### config.mk
export PLATFORM = sky130hd
export DESIGN_NAME = agc_loop_ctrl_flat
export DESIGN_NICKNAME = d
export VERILOG_FILES = /design/src/rtl/agc_pkg.sv /design/src/rtl/agc_loop_ctrl_if.sv /design/src/rtl/agc_stat_accum.sv /design/src/rtl/agc_loop_ctrl.sv /design/src/flat_wrapper.sv
export SDC_FILE = /design/constraint.sdc
export NUM_CORES = 1
export LEC_CHECK = 0
export ABC_AREA = 1
export CAP_MARGIN = 30
export CORE_MARGIN = 2
export CORE_UTILIZATION = 35
export DETAILED_ROUTE_END_ITERATION = 12
export SYNTH_ARGS = -nofsm -noshare
export SYNTH_HDL_FRONTEND = slang
export SYNTH_SLANG_ARGS = --single-unit
### constraint.sdc
create_clock -name clk_i -period 2.9 [get_ports clk_i]
set_clock_uncertainty 0.05 [all_clocks]
set_input_delay 0.435 -clock clk_i [delete_from_list [all_inputs] [get_ports clk_i]]
set_output_delay 0.435 -clock clk_i [all_outputs]
set_load 0.1 [all_outputs]
### src/rtl/agc_pkg.sv
// Shared types and constants for the AGC loop controller and its statistics accumulator.
// Q-format anchors and the saturating helper used by the scale update.
package agc_pkg;

    typedef enum logic [2:0] {
        IDLE    = 3'd0,
        ACCUM   = 3'd1,
        COMPUTE = 3'd2,
        LOAD    = 3'd3,
        APPLY   = 3'd4,
        SETTLE  = 3'd5
    } agc_state_e;

    localparam int Q_SCALE        = 12;
    localparam int Q_OFFSET       = 8;
    localparam int SCALE_W        = 17;
    localparam int SCALE_INIT_DEF = 1 << Q_SCALE;

    // Scale arithmetic runs one bit wider than the register so that +STEP can never wrap.
    function automatic logic [SCALE_W-1:0] clamp_scale(
        input logic [SCALE_W:0] value,
        input logic [SCALE_W:0] lo,
        input logic [SCALE_W:0] hi
    );
        if (value < lo) begin
            return SCALE_W'(lo);
        end else if (value > hi) begin
            return SCALE_W'(hi);
        end
        return SCALE_W'(value);
    endfunction

endpackage

### src/rtl/agc_loop_ctrl_if.sv
// Sample stream from the AGC slice and the two-stage scale/offset load bus back into it.
// The controller takes the master side; the DSP slice (or a bench) takes the slave side.
interface agc_loop_ctrl_if #(
    parameter int NBITS       = 5,
    parameter int OFFSET_BITS = 16
);

    logic                   dat_valid_i;
    logic [NBITS-2:0]       abs_i;
    logic                   gt_i;
    logic                   lt_i;

    logic [16:0]            scale_o;
    logic [OFFSET_BITS-1:0] offset_o;
    logic                   ce_scale_o;
    logic                   ce_offset_o;
    logic                   apply_o;

    modport master (
        input  dat_valid_i,
        input  abs_i,
        input  gt_i,
        input  lt_i,
        output scale_o,
        output offset_o,
        output ce_scale_o,
        output ce_offset_o,
        output apply_o
    );

    modport slave (
        output dat_valid_i,
        output abs_i,
        output gt_i,
        output lt_i,
        input  scale_o,
        input  offset_o,
        input  ce_scale_o,
        input  ce_offset_o,
        input  apply_o
    );

endinterface

### src/rtl/agc_stat_accum.sv
// Window statistics: valid-sample counter, abs sum and gt/lt occurrence counters.
// done_o flags the sample that completes the window, in the same cycle it is presented.
module agc_stat_accum #(
    parameter int  NBITS       = 5,
    parameter int  WINDOW_LOG2 = 10,
    localparam int SW          = NBITS - 1 + WINDOW_LOG2,
    localparam int CW          = WINDOW_LOG2 + 1
) (
    input  logic             clk_i,
    input  logic             rst_ni,
    input  logic             clear_i,
    input  logic             en_i,
    input  logic [NBITS-2:0] abs_i,
    input  logic             gt_i,
    input  logic             lt_i,
    output logic [SW-1:0]    sum_o,
    output logic [CW-1:0]    gt_cnt_o,
    output logic [CW-1:0]    lt_cnt_o,
    output logic             done_o
);

    logic [CW-1:0] cnt_q;
    logic [CW-1:0] cnt_d;
    logic [SW-1:0] sum_q;
    logic [SW-1:0] sum_d;
    logic [1:0]    flag_in;
    logic [CW-1:0] flag_cnt [2];

    assign flag_in = {lt_i, gt_i};

    always_comb begin
        cnt_d = cnt_q;
        sum_d = sum_q;
        if (clear_i) begin
            cnt_d = '0;
            sum_d = '0;
        end else if (en_i) begin
            cnt_d = cnt_q + 1'b1;
            sum_d = sum_q + SW'(abs_i);
        end
    end

    always_ff @(posedge clk_i or negedge rst_ni) begin
        if (!rst_ni) begin
            cnt_q <= '0;
            sum_q <= '0;
        end else begin
            cnt_q <= cnt_d;
            sum_q <= sum_d;
        end
    end

    // gt and lt are counted independently, so a sample flagging both nets to zero.
    for (genvar gi = 0; gi < 2; gi++) begin : g_flag
        logic [CW-1:0] fcnt_q;
        logic [CW-1:0] fcnt_d;

        always_comb begin
            fcnt_d = fcnt_q;
            if (clear_i) begin
                fcnt_d = '0;
            end else if (en_i && flag_in[gi]) begin
                fcnt_d = fcnt_q + 1'b1;
            end
        end

        always_ff @(posedge clk_i or negedge rst_ni) begin
            if (!rst_ni) begin
                fcnt_q <= '0;
            end else begin
                fcnt_q <= fcnt_d;
            end
        end

        assign flag_cnt[gi] = fcnt_q;
    end

    assign sum_o    = sum_q;
    assign gt_cnt_o = flag_cnt[0];
    assign lt_cnt_o = flag_cnt[1];
    assign done_o   = en_i && !clear_i && (cnt_q == CW'((1 << WINDOW_LOG2) - 1));

endmodule

### src/rtl/agc_loop_ctrl.sv
// Per-channel AGC loop: window statistics -> scale/offset update -> stage-1 load -> apply -> settle.
// Strobes are registered so reset removes them immediately and the post-reset init load is clean.
module agc_loop_ctrl
    import agc_pkg::*;
#(
    parameter int  NBITS         = 5,
    parameter int  OFFSET_BITS   = 16,
    parameter int  WINDOW_LOG2   = 10,
    parameter int  SCALE_INIT    = SCALE_INIT_DEF,
    parameter int  OFFSET_INIT   = 0,
    parameter int  SCALE_MIN     = 256,
    parameter int  SCALE_MAX     = 131071,
    parameter int  SCALE_STEP    = 16,
    parameter int  OFFSET_STEP   = 16,
    parameter int  TARGET_SUM    = 3277,
    parameter int  DEADBAND_SUM  = 128,
    parameter int  OFFSET_THRESH = 64,
    parameter int  HOLDOFF       = 8,
    localparam int SW            = NBITS - 1 + WINDOW_LOG2,
    localparam int IW            = WINDOW_LOG2 + 2
) (
    input  logic                clk_i,
    input  logic                rst_ni,
    input  logic                enable_i,
    agc_loop_ctrl_if.master     bus,
    output logic                update_o,
    output logic [SW-1:0]       win_sum_o,
    output logic [IW-1:0]       win_imbal_o
);

    localparam int CW  = WINDOW_LOG2 + 1;
    localparam int OXW = OFFSET_BITS + 1;
    localparam int HCW = $clog2(HOLDOFF + 1);

    localparam logic [OFFSET_BITS-1:0] OFF_MAX = {1'b0, {(OFFSET_BITS-1){1'b1}}};
    localparam logic [OFFSET_BITS-1:0] OFF_MIN = {1'b1, {(OFFSET_BITS-1){1'b0}}};
    localparam logic signed [OXW-1:0]  OFF_MAX_X = $signed({1'b0, OFF_MAX});
    localparam logic signed [OXW-1:0]  OFF_MIN_X = $signed({1'b1, OFF_MIN});

    agc_state_e              state_q, state_d;
    logic                    init_q, init_d;
    logic [HCW-1:0]          hold_cnt_q, hold_cnt_d;
    logic [SCALE_W-1:0]      scale_q, scale_d;
    logic [OFFSET_BITS-1:0]  offset_q, offset_d;
    logic                    ce_q, ce_d;
    logic                    apply_q, apply_d;
    logic                    update_q, update_d;
    logic [SW-1:0]           win_sum_q, win_sum_d;
    logic [IW-1:0]           win_imbal_q, win_imbal_d;

    logic                    acc_en;
    logic                    acc_clear;
    logic                    acc_done;
    logic [SW-1:0]           acc_sum;
    logic [CW-1:0]           acc_gt;
    logic [CW-1:0]           acc_lt;

    logic signed [IW-1:0]    imbal;
    logic                    sum_hi, sum_lo, off_hi, off_lo;
    logic [SCALE_W:0]        scale_ext, scale_up, scale_dn;
    logic [SCALE_W-1:0]      scale_calc;
    logic signed [OXW-1:0]   off_ext, off_raw;
    logic [OFFSET_BITS-1:0]  offset_calc;

    // Accumulators only see samples inside an enabled window; every other state keeps them cleared.
    assign acc_en    = (state_q == ACCUM) && enable_i && bus.dat_valid_i;
    assign acc_clear = (state_q != ACCUM);

    agc_stat_accum #(
        .NBITS       (NBITS),
        .WINDOW_LOG2 (WINDOW_LOG2)
    ) u_stat (
        .clk_i    (clk_i),
        .rst_ni   (rst_ni),
        .clear_i  (acc_clear),
        .en_i     (acc_en),
        .abs_i    (bus.abs_i),
        .gt_i     (bus.gt_i),
        .lt_i     (bus.lt_i),
        .sum_o    (acc_sum),
        .gt_cnt_o (acc_gt),
        .lt_cnt_o (acc_lt),
        .done_o   (acc_done)
    );

    assign imbal  = $signed({1'b0, acc_gt}) - $signed({1'b0, acc_lt});
    assign sum_hi = int'(acc_sum) > (TARGET_SUM + DEADBAND_SUM);
    assign sum_lo = int'(acc_sum) < (TARGET_SUM - DEADBAND_SUM);
    assign off_hi = int'(imbal) > OFFSET_THRESH;
    assign off_lo = int'(imbal) < -OFFSET_THRESH;

    // Too much energy lowers the gain; positive imbalance pulls the offset down.
    always_comb begin
        scale_ext = {1'b0, scale_q};
        scale_up  = scale_ext + (SCALE_W+1)'(SCALE_STEP);
        scale_dn  = (scale_ext < (SCALE_W+1)'(SCALE_STEP)) ? '0
                                                           : scale_ext - (SCALE_W+1)'(SCALE_STEP);
        if (sum_hi) begin
            scale_calc = clamp_scale(scale_dn, (SCALE_W+1)'(SCALE_MIN), (SCALE_W+1)'(SCALE_MAX));
        end else if (sum_lo) begin
            scale_calc = clamp_scale(scale_up, (SCALE_W+1)'(SCALE_MIN), (SCALE_W+1)'(SCALE_MAX));
        end else begin
            scale_calc = clamp_scale(scale_ext, (SCALE_W+1)'(SCALE_MIN), (SCALE_W+1)'(SCALE_MAX));
        end
    end

    always_comb begin
        off_ext = $signed({offset_q[OFFSET_BITS-1], offset_q});
        off_raw = off_ext;
        if (off_hi) begin
            off_raw = off_ext - $signed(OXW'(OFFSET_STEP));
        end else if (off_lo) begin
            off_raw = off_ext + $signed(OXW'(OFFSET_STEP));
        end
        if (off_raw > OFF_MAX_X) begin
            offset_calc = OFF_MAX;
        end else if (off_raw < OFF_MIN_X) begin
            offset_calc = OFF_MIN;
        end else begin
            offset_calc = off_raw[OFFSET_BITS-1:0];
        end
    end

    always_comb begin
        state_d     = state_q;
        init_d      = 1'b0;
        hold_cnt_d  = hold_cnt_q;
        scale_d     = scale_q;
        offset_d    = offset_q;
        win_sum_d   = win_sum_q;
        win_imbal_d = win_imbal_q;
        unique case (state_q)
            IDLE: begin
                if (enable_i) begin
                    state_d = ACCUM;
                end
            end
            ACCUM: begin
                if (!enable_i) begin
                    state_d = IDLE;
                end else if (acc_done) begin
                    state_d = COMPUTE;
                end
            end
            COMPUTE: begin
                state_d     = LOAD;
                scale_d     = scale_calc;
                offset_d    = offset_calc;
                win_sum_d   = acc_sum;
                win_imbal_d = imbal;
            end
            LOAD: begin
                // Out of reset, hold LOAD one extra cycle so the init strobe is actually driven.
                state_d = init_q ? LOAD : APPLY;
            end
            APPLY: begin
                state_d    = SETTLE;
                hold_cnt_d = '0;
            end
            SETTLE: begin
                if (hold_cnt_q == HCW'(HOLDOFF - 1)) begin
                    state_d = enable_i ? ACCUM : IDLE;
                end else begin
                    hold_cnt_d = hold_cnt_q + 1'b1;
                end
            end
            default: begin
                state_d = IDLE;
            end
        endcase
        ce_d     = (state_d == LOAD);
        apply_d  = (state_d == APPLY);
        update_d = (state_d == COMPUTE);
    end

    always_ff @(posedge clk_i or negedge rst_ni) begin
        if (!rst_ni) begin
            state_q     <= LOAD;
            init_q      <= 1'b1;
            hold_cnt_q  <= '0;
            scale_q     <= SCALE_W'(SCALE_INIT);
            offset_q    <= OFFSET_BITS'(OFFSET_INIT);
            ce_q        <= 1'b0;
            apply_q     <= 1'b0;
            update_q    <= 1'b0;
            win_sum_q   <= '0;
            win_imbal_q <= '0;
        end else begin
            state_q     <= state_d;
            init_q      <= init_d;
            hold_cnt_q  <= hold_cnt_d;
            scale_q     <= scale_d;
            offset_q    <= offset_d;
            ce_q        <= ce_d;
            apply_q     <= apply_d;
            update_q    <= update_d;
            win_sum_q   <= win_sum_d;
            win_imbal_q <= win_imbal_d;
        end
    end

    assign bus.scale_o     = scale_q;
    assign bus.offset_o    = offset_q;
    assign bus.ce_scale_o  = ce_q;
    assign bus.ce_offset_o = ce_q;
    assign bus.apply_o     = apply_q;
    assign update_o        = update_q;
    assign win_sum_o       = win_sum_q;
    assign win_imbal_o     = win_imbal_q;

endmodule
### src/flat_wrapper.sv
// flat-port wrapper written by rule: the top's interface ports become plain ports
module agc_loop_ctrl_flat import agc_pkg::*;
#(
    parameter int  NBITS         = 5,
    parameter int  OFFSET_BITS   = 16,
    parameter int  WINDOW_LOG2   = 10,
    parameter int  SCALE_INIT    = SCALE_INIT_DEF,
    parameter int  OFFSET_INIT   = 0,
    parameter int  SCALE_MIN     = 256,
    parameter int  SCALE_MAX     = 131071,
    parameter int  SCALE_STEP    = 16,
    parameter int  OFFSET_STEP   = 16,
    parameter int  TARGET_SUM    = 3277,
    parameter int  DEADBAND_SUM  = 128,
    parameter int  OFFSET_THRESH = 64,
    parameter int  HOLDOFF       = 8,
    localparam int SW            = NBITS - 1 + WINDOW_LOG2,
    localparam int IW            = WINDOW_LOG2 + 2
)
  (clk_i, rst_ni, enable_i, update_o, win_sum_o, win_imbal_o, bus_dat_valid_i, bus_abs_i, bus_gt_i, bus_lt_i, bus_scale_o, bus_offset_o, bus_ce_scale_o, bus_ce_offset_o, bus_apply_o);
  agc_loop_ctrl_if #(.NBITS(NBITS), .OFFSET_BITS(OFFSET_BITS)) bus_i ();
  input  logic clk_i;
  input  logic rst_ni;
  input  logic enable_i;
  output logic update_o;
  output logic [SW-1:0] win_sum_o;
  output logic [IW-1:0] win_imbal_o;
  input wire logic [$bits(bus_i.dat_valid_i)-1:0] bus_dat_valid_i;
  input wire logic [$bits(bus_i.abs_i)-1:0] bus_abs_i;
  input wire logic [$bits(bus_i.gt_i)-1:0] bus_gt_i;
  input wire logic [$bits(bus_i.lt_i)-1:0] bus_lt_i;
  output wire logic [$bits(bus_i.scale_o)-1:0] bus_scale_o;
  output wire logic [$bits(bus_i.offset_o)-1:0] bus_offset_o;
  output wire logic [$bits(bus_i.ce_scale_o)-1:0] bus_ce_scale_o;
  output wire logic [$bits(bus_i.ce_offset_o)-1:0] bus_ce_offset_o;
  output wire logic [$bits(bus_i.apply_o)-1:0] bus_apply_o;
  assign bus_i.dat_valid_i = bus_dat_valid_i;
  assign bus_i.abs_i = bus_abs_i;
  assign bus_i.gt_i = bus_gt_i;
  assign bus_i.lt_i = bus_lt_i;
  assign bus_scale_o = bus_i.scale_o;
  assign bus_offset_o = bus_i.offset_o;
  assign bus_ce_scale_o = bus_i.ce_scale_o;
  assign bus_ce_offset_o = bus_i.ce_offset_o;
  assign bus_apply_o = bus_i.apply_o;
  agc_loop_ctrl #(.NBITS(NBITS), .OFFSET_BITS(OFFSET_BITS), .WINDOW_LOG2(WINDOW_LOG2), .SCALE_INIT(SCALE_INIT), .OFFSET_INIT(OFFSET_INIT), .SCALE_MIN(SCALE_MIN), .SCALE_MAX(SCALE_MAX), .SCALE_STEP(SCALE_STEP), .OFFSET_STEP(OFFSET_STEP), .TARGET_SUM(TARGET_SUM), .DEADBAND_SUM(DEADBAND_SUM), .OFFSET_THRESH(OFFSET_THRESH), .HOLDOFF(HOLDOFF)) u_core (.clk_i(clk_i), .rst_ni(rst_ni), .enable_i(enable_i), .bus(bus_i), .update_o(update_o), .win_sum_o(win_sum_o), .win_imbal_o(win_imbal_o));
endmodule
Word level (Yosys, flattened, before mapping):

Cells that the tools add are included.

* bits in registers: 117
* input port bits: 10
* output and inout bits: 63
* word-level logic and storage cells: 105

* add/subtract/negate cells: 10
* order comparisons: 12
* equality and inequality tests: 12
* muxes and demuxes: 42
* reduce and logical (&&, ||, !) cells: 15

Operators with widths (number)
* two-way mux 17 bit: 12
* two-way mux 11 bit: 6
* > comparator 18 x 17 -> 1 bit (second input constant): 2
* less-than comparator 18 x 9 -> 1 bit (second input constant): 2
* adder 11 x 1 -> 11 bit (second input constant): 3
* two-way mux 16 bit: 2
* two-way mux 14 bit: 2
* adder 17 x 5 -> 18 bit (second input constant): 1
* two-way mux 18 bit: 1
* one-hot mux 3 bit (6 select lines): 1
* subtractor 17 x 5 -> 18 bit (second input constant): 1
* adder 16 x 6 -> 17 bit (second input constant): 1
* > comparator 17 x 16 -> 1 bit (second input constant): 1
* less-than comparator 17 x 16 -> 1 bit (second input constant): 1
* less-than comparator 17 x 5 -> 1 bit (second input constant): 1
* less-than comparator 17 x 9 -> 1 bit (second input constant): 1
* subtractor 16 x 6 -> 17 bit (second input constant): 1
* two-way mux 3 bit: 5
* adder 14 x 4 -> 14 bit: 1
* > comparator 14 x 12 -> 1 bit (second input constant): 1
* less-than comparator 14 x 12 -> 1 bit (second input constant): 1
* equality test 3 x 2 -> 1 bit (second input constant): 4
* > comparator 12 x 8 -> 1 bit (second input constant): 1
* less-than comparator 12 x 7 -> 1 bit (second input constant): 1
* other kinds (17): 38

Depth between registers and ports, before layout:

* word-level depth: 9
* depth in mapped cells: 23
* gate-level depth less buffers: 21

By module:

Synthesis repeated with hierarchy kept, for this count alone.

* cell total of the unflattened synthesis: 1151
* area, all modules: 8080.2 µm²

Modules (own cells, without submodules)
* agc_loop_ctrl: times used 1, cells an instance 809, area each 5415.2 µm²
* agc_stat_accum: times used 1, cells an instance 342, area each 2665.1 µm²

Worst setup path after synthesis:

No wires, ideal clock.

* kind: register to register
* start: register u_core.scale_q[5] (netlist: u_core.bus.scale_o[5])
* end: register u_core.scale_q[0] (netlist: u_core.bus.scale_o[0])
* library setup time: 0.120 ns
* arrival time: 2.608 ns
* path slack: 0.122 ns
* cell stages (with the launch flop): 16
* path buffers: 0
* period minus slack after synthesis: 2.778 ns
* cell sequence: dfrtp_1 > inv_1 > ha_1 > nand3_2 > inv_1 > nand2_1 > xor2_1 > inv_1 > o21ai_0 > nand3_2 > nand3_1 > nand2_1 > nand2_1 > nand2_1 > nand2_1 > nand2_1

* cells in the longest elaborated chain, start to end: 9
* elaborated cells between the ends (all ways): 27

Ends and longest elaborated chain
* start, declared: line agc_loop_ctrl.sv:43 `logic [SCALE_W-1:0] scale_q, scale_d;`
* start signal, assigned: line agc_loop_ctrl.sv:181 `scale_q <= SCALE_W'(SCALE_INIT);`
* start signal, assigned: line agc_loop_ctrl.sv:192 `scale_q <= scale_d;`
* adder 17 x 5 -> 18 bit: line agc_loop_ctrl.sv:95 `scale_up = scale_ext + (SCALE_W+1)'(SCALE_STEP);`
* > comparator 18 x 17 -> 1 bit: line agc_pkg.sv:27 `end else if (value > hi) begin`
* two-way mux 1 bit: line agc_pkg.sv:27
* two-way mux 1 bit: line agc_pkg.sv:25 `if (value < lo) begin`
* two-way mux 1 bit: line agc_loop_ctrl.sv:100 `end else if (sum_lo) begin`
* two-way mux 1 bit: line agc_loop_ctrl.sv:98 `if (sum_hi) begin`
* two-way mux 17 bit: line agc_pkg.sv:30 `return SCALE_W'(value);`
* two-way mux 17 bit: line agc_loop_ctrl.sv:100
* two-way mux 17 bit: line agc_loop_ctrl.sv:98

Parallel ways exist; a longest one is shown, timed or not. The select of a mux whose other input is x is not followed.
A chain may end at the register's enable or synchronous reset.

Worst setup path in the final report:

* start: register u_core.u_stat.g_flag[1].fcnt_q[2] (netlist: u_core.u_stat.lt_cnt_o[2])
* end: register u_core.offset_q[4] (netlist: u_core.bus.offset_o[4])

* cells in the longest elaborated chain, start to end: 7
* elaborated cells between the ends (all ways): 9

Ends and longest elaborated chain
* start, declared: line agc_stat_accum.sv:55 `logic [CW-1:0] fcnt_q;`
* start signal, assigned: line agc_stat_accum.sv:71 `fcnt_q <= fcnt_d;`
* subtractor 11 x 11 -> 12 bit (*): line agc_loop_ctrl.sv:86 `assign imbal = $signed({1'b0, acc_gt}) - $signed({1'b0, acc_lt});`
* less-than comparator 12 x 7 -> 1 bit: line agc_loop_ctrl.sv:90 `assign off_lo = int'(imbal) < -OFFSET_THRESH;`
* two-way mux 17 bit: line agc_loop_ctrl.sv:112 `end else if (off_lo) begin`
* two-way mux 17 bit (*): line agc_loop_ctrl.sv:110 `if (off_hi) begin`
* less-than comparator 17 x 16 -> 1 bit: line agc_loop_ctrl.sv:117 `end else if (off_raw < OFF_MIN_X) begin`
* two-way mux 16 bit: line agc_loop_ctrl.sv:117
* two-way mux 16 bit (*): line agc_loop_ctrl.sv:115 `if (off_raw > OFF_MAX_X) begin`
* end signal, assigned: line agc_loop_ctrl.sv:182 `offset_q <= OFFSET_BITS'(OFFSET_INIT);`
* end signal, assigned: line agc_loop_ctrl.sv:193 `offset_q <= offset_d;`
* end, declared: line agc_loop_ctrl.sv:44 `logic [OFFSET_BITS-1:0] offset_q, offset_d;`

Mark *: on every way between the ends. The rest lies on a longest branch, timed or not.

==> run metrics <==
crit-path max FO 12; I/O pin count 73; via count 7123; GRT Util Overall 17.38%; combinational power share roughly half; width of the die between 150 and 200 um; area of the mapped netlist between 0.007 and 0.008 mm^2; largest net degree at the start of global routing 66; DRC violations left 0; Root Buffer clkbuf_16; Initial DRC Count 353; Crit. End Element flop; first-pass iteration count of the detailed router 4; commonest non-fill, non-tap cells in the layout 314 x nand2_1, 120 x inv_1, 110 x dfrtp_1; Hold WC Path Type flop to flop; die area approximately 0.024 mm^2; Layout area overhead 19.90%; Setup CP Type flop to flop; final wirelength just under 20000 um; max_cap viols 0; Top FF cell, synth dfrtp_1; LEAKAGE ~4.9 nW; first-pass GRT wire length ~34000 um; fin. max-slew vios 0; Synth Register Bits 114; Synth async-reset ratio 100.0%; top-area cell type share of the netlist area between 30% and 40%; Clk network pwr share between 20% and 30%; PwrDens ~870 mW/mm^2; Fin. Hold Viols 0; Sink Count 114; Clock Latency Late Sink around 0.42 ns; routing usage on met3 3.289%; IO buf count roughly 70; met1 GRT Util about 23%; Num CTS Buffers 17; Psw around 0.0037 W; clock buffer depth 2; number of global-route vias before repair ~7000; initial core utilization between 30% and 40%; Net Sw Frac a little under half; Detailed Place HPWL about 14000 um; placed inst area 0.008602 mm^2; cells after synthesis ~1100; Max Clk Rate between 0.3 and 0.4 GHz; fin crit share 91.35%; Reg power frac 24.9%; Worst-path clk slew approximately 0.05 ns; CTS tree yes; H-tree levels 4; Rows between 50 and 60; n_diodes 0; Internal between 0.004 and 0.005 W; commonest non-fill, non-tap cell in the layout nand2_1; Ys Warns 0; WHS 0.4093 ns; syn avg cell area around 7.2 um^2; Startpoint Class flop; Worst slew margin a little under two fifths; Fillers between 2000 and 2500; post-synth top area cell dfrtp_1; initial antenna violation count 0; total congestion overflow 0; Finished Cell Area 0.009364 mm^2; nets 1197; IR drop worst, VDD 0.0004103 V; top cells by area, synth dfrtp_1 35%, nand2_1 15%, inv_1 5.9%, nand3_1 4.5%, nor2_1 4.5%; synthesized net count around 1100; fraction of layout cells with a size suffix above 1 approximately 18%; DR vias/cell between 4 and 5; total core area around 0.022 mm^2; WL/cell approximately 14 um; Critical Path AT ~2.9 ns; Post-synth EDFFs 0; sequential area share after synthesis around 37%; Req. time, crit path between 3 and 4 ns; final setup vio count 0; min Tclk post-route between 2 and 3 ns; GPL Wtd Cong between 0.8 and 0.9; GR Layer Usage met2 28.72%; Unique masters post-synth 57; Most Used Layer, Global Route met2; Routed Antenna Nets 0; status complete, no violations; Tot Pwr approximately 0.0081 W; Vert. Die Dim 153.4 um; Slew @ Worst Pin 0.9377 ns
## cells in the mapped netlist (4+ instances only)
library cell,n
nand2_1,316
inv_1,122
dfrtp_1,110
nor2_1,93
nand3_1,71
o21ai_0,55
a21oi_1,47
nor3_1,32
xor2_1,32
ha_1,23
clkbuf_1,22
inv_2,18
nand4_1,17
nand3_2,15
o21ai_1,10
nand2_2,9
buf_2,8
nor3_2,8
a31oi_1,7
nor2_2,7
buf_4,6
buf_6,5
dfstp_2,4
nand2_4,4
nor3_4,4
## flip-flops by register name (all words and copies together), names as in the netlist
register and cells:
u_core.init_q 1, u_core.update_o 1, u_core.state_q 3, u_core.bus.offset_o 13, u_core.u_stat.lt_cnt_o 11, u_core.u_stat.gt_cnt_o 11
u_core.bus.ce_offset_o 1, u_core.bus.apply_o 1, u_core.bus.scale_o 17, u_core.win_sum_o 14, u_core.hold_cnt_q 4, u_core.win_imbal_o 12
u_core.u_stat.cnt_q 11, u_core.u_stat.sum_o 14
## through the flow
stage | worst slack (ns) | instances | utilization (%) | setup TNS [ns]
after CTS | 0.03493 | 1448 | 42.10 | 0
final | 0.2509 | 1455 | 42.78 | 0
after global routing | -0.02726 | 1455 | 42.78 | -0.09487
after floorplan | 0.1217 | 1092 | - | 0
after global placement | 0.01135 | 1415 | 39.29 | 0
after detailed placement | -0.05980 | 1415 | 39.29 | -0.2717
## worst paths after layout
| kind | from | end | slack (ns) | depth (start not counted) |
|---|---|---|---|---|
| hold reg to reg | u_core.u_stat.cnt_q[10]$_DFFE_PN0P_ | u_core.update_o$_DFF_PN0_ | 0.41 | 1 |
| max in group asynchronous | rst_ni | u_core.init_q$_DFF_PN1_ | 1.62 | 3 |
| setup reg to reg | u_core.u_stat.lt_cnt_o[2]$_DFFE_PN0P_ | u_core.bus.offset_o[4]$_DFFE_PN0P_ | 0.25 | 17 |
| setup / recovery | u_core.u_stat.lt_cnt_o[2]$_DFFE_PN0P_ | u_core.bus.offset_o[4]$_DFFE_PN0P_ | 0.25 | 17 |
| min in group asynchronous | rst_ni | u_core.bus.scale_o[15]$_DFFE_PN0P_ | 0.45 | 2 |
| hold / removal | u_core.u_stat.cnt_q[10]$_DFFE_PN0P_ | u_core.update_o$_DFF_PN0_ | 0.41 | 1 |
## routing by layer
layer  share of wire, %  vias up
met1                 47     3295
met3                4.8       21
met4                1.5        0
li1                   -     3651
met5                  0        -
met2                 47      156
## worst max-delay path, stage by stage, from the launching register on
cell,delay (ns)
dfrtp_1,0.34
inv_1,0.08
ha_1,0.44
nand2_1,0.10
nand2_2,0.08
inv_2,0.04
nand2_2,0.07
nand2_1,0.08
nand2_1,0.09
inv_2,0.05
o21ai_4,0.24
inv_2,0.19
nand2_4,0.13
buf_4,0.11
nand2_1,0.09
xor2_1,0.17
nand3_1,0.10
nand3_1,0.07
## power groups by stage
stage / Sequential (W) / Combinational, W / Clock (W)
2_1_floorplan: 0.00248 / 0.00243 / 0
3_3_place_gp: 0.00204 / 0.00360 / 0
3_5_place_dp: 0.00205 / 0.00360 / 0
4_1_cts: 0.00202 / 0.00365 / 0.00215
5_1_grt: 0.00206 / 0.00442 / 0.00223
6_report: 0.00202 / 0.00399 / 0.00210
## what timing repair did
action / CTS / global route
setup endpoints to repair: 12 / 12
resized for setup: 2 / 15
hold endpoints to repair: 24 / 0
pin swaps: 0 / 5
gates cloned: 0 / 2
setup buffers: 0 / 5
hold buffers: 1 / 0
## final cells by class
cell class / instances / area [um^2] / area share (%)
multi-input cells: 794 / 4275 / 45.66
well taps: 280 / 350.3 / 3.741
clock inverters: 9 / 103.9 / 1.109
repair buffers: 91 / 743.2 / 7.937
clock buffers: 23 / 488.0 / 5.211
flip-flops and latches: 114 / 2858 / 30.52
inverters: 144 / 545.5 / 5.826
## cell families (layout without fill, tap and decap cells)
family	Yosys count	after routing	share of synthesized area, %
AO/OA/AOI/OAI	137	137	9.709
XOR/XNOR	35	35	3.925
adder cells (fa/ha/maj)	25	25	4.197
buffers and inverters	186	267	9.917
flip-flops	114	114	36.59
other	1	1	0.04802
AND/OR/NAND/NOR	594	596	35.61
(Power assumes the default switching activity.)
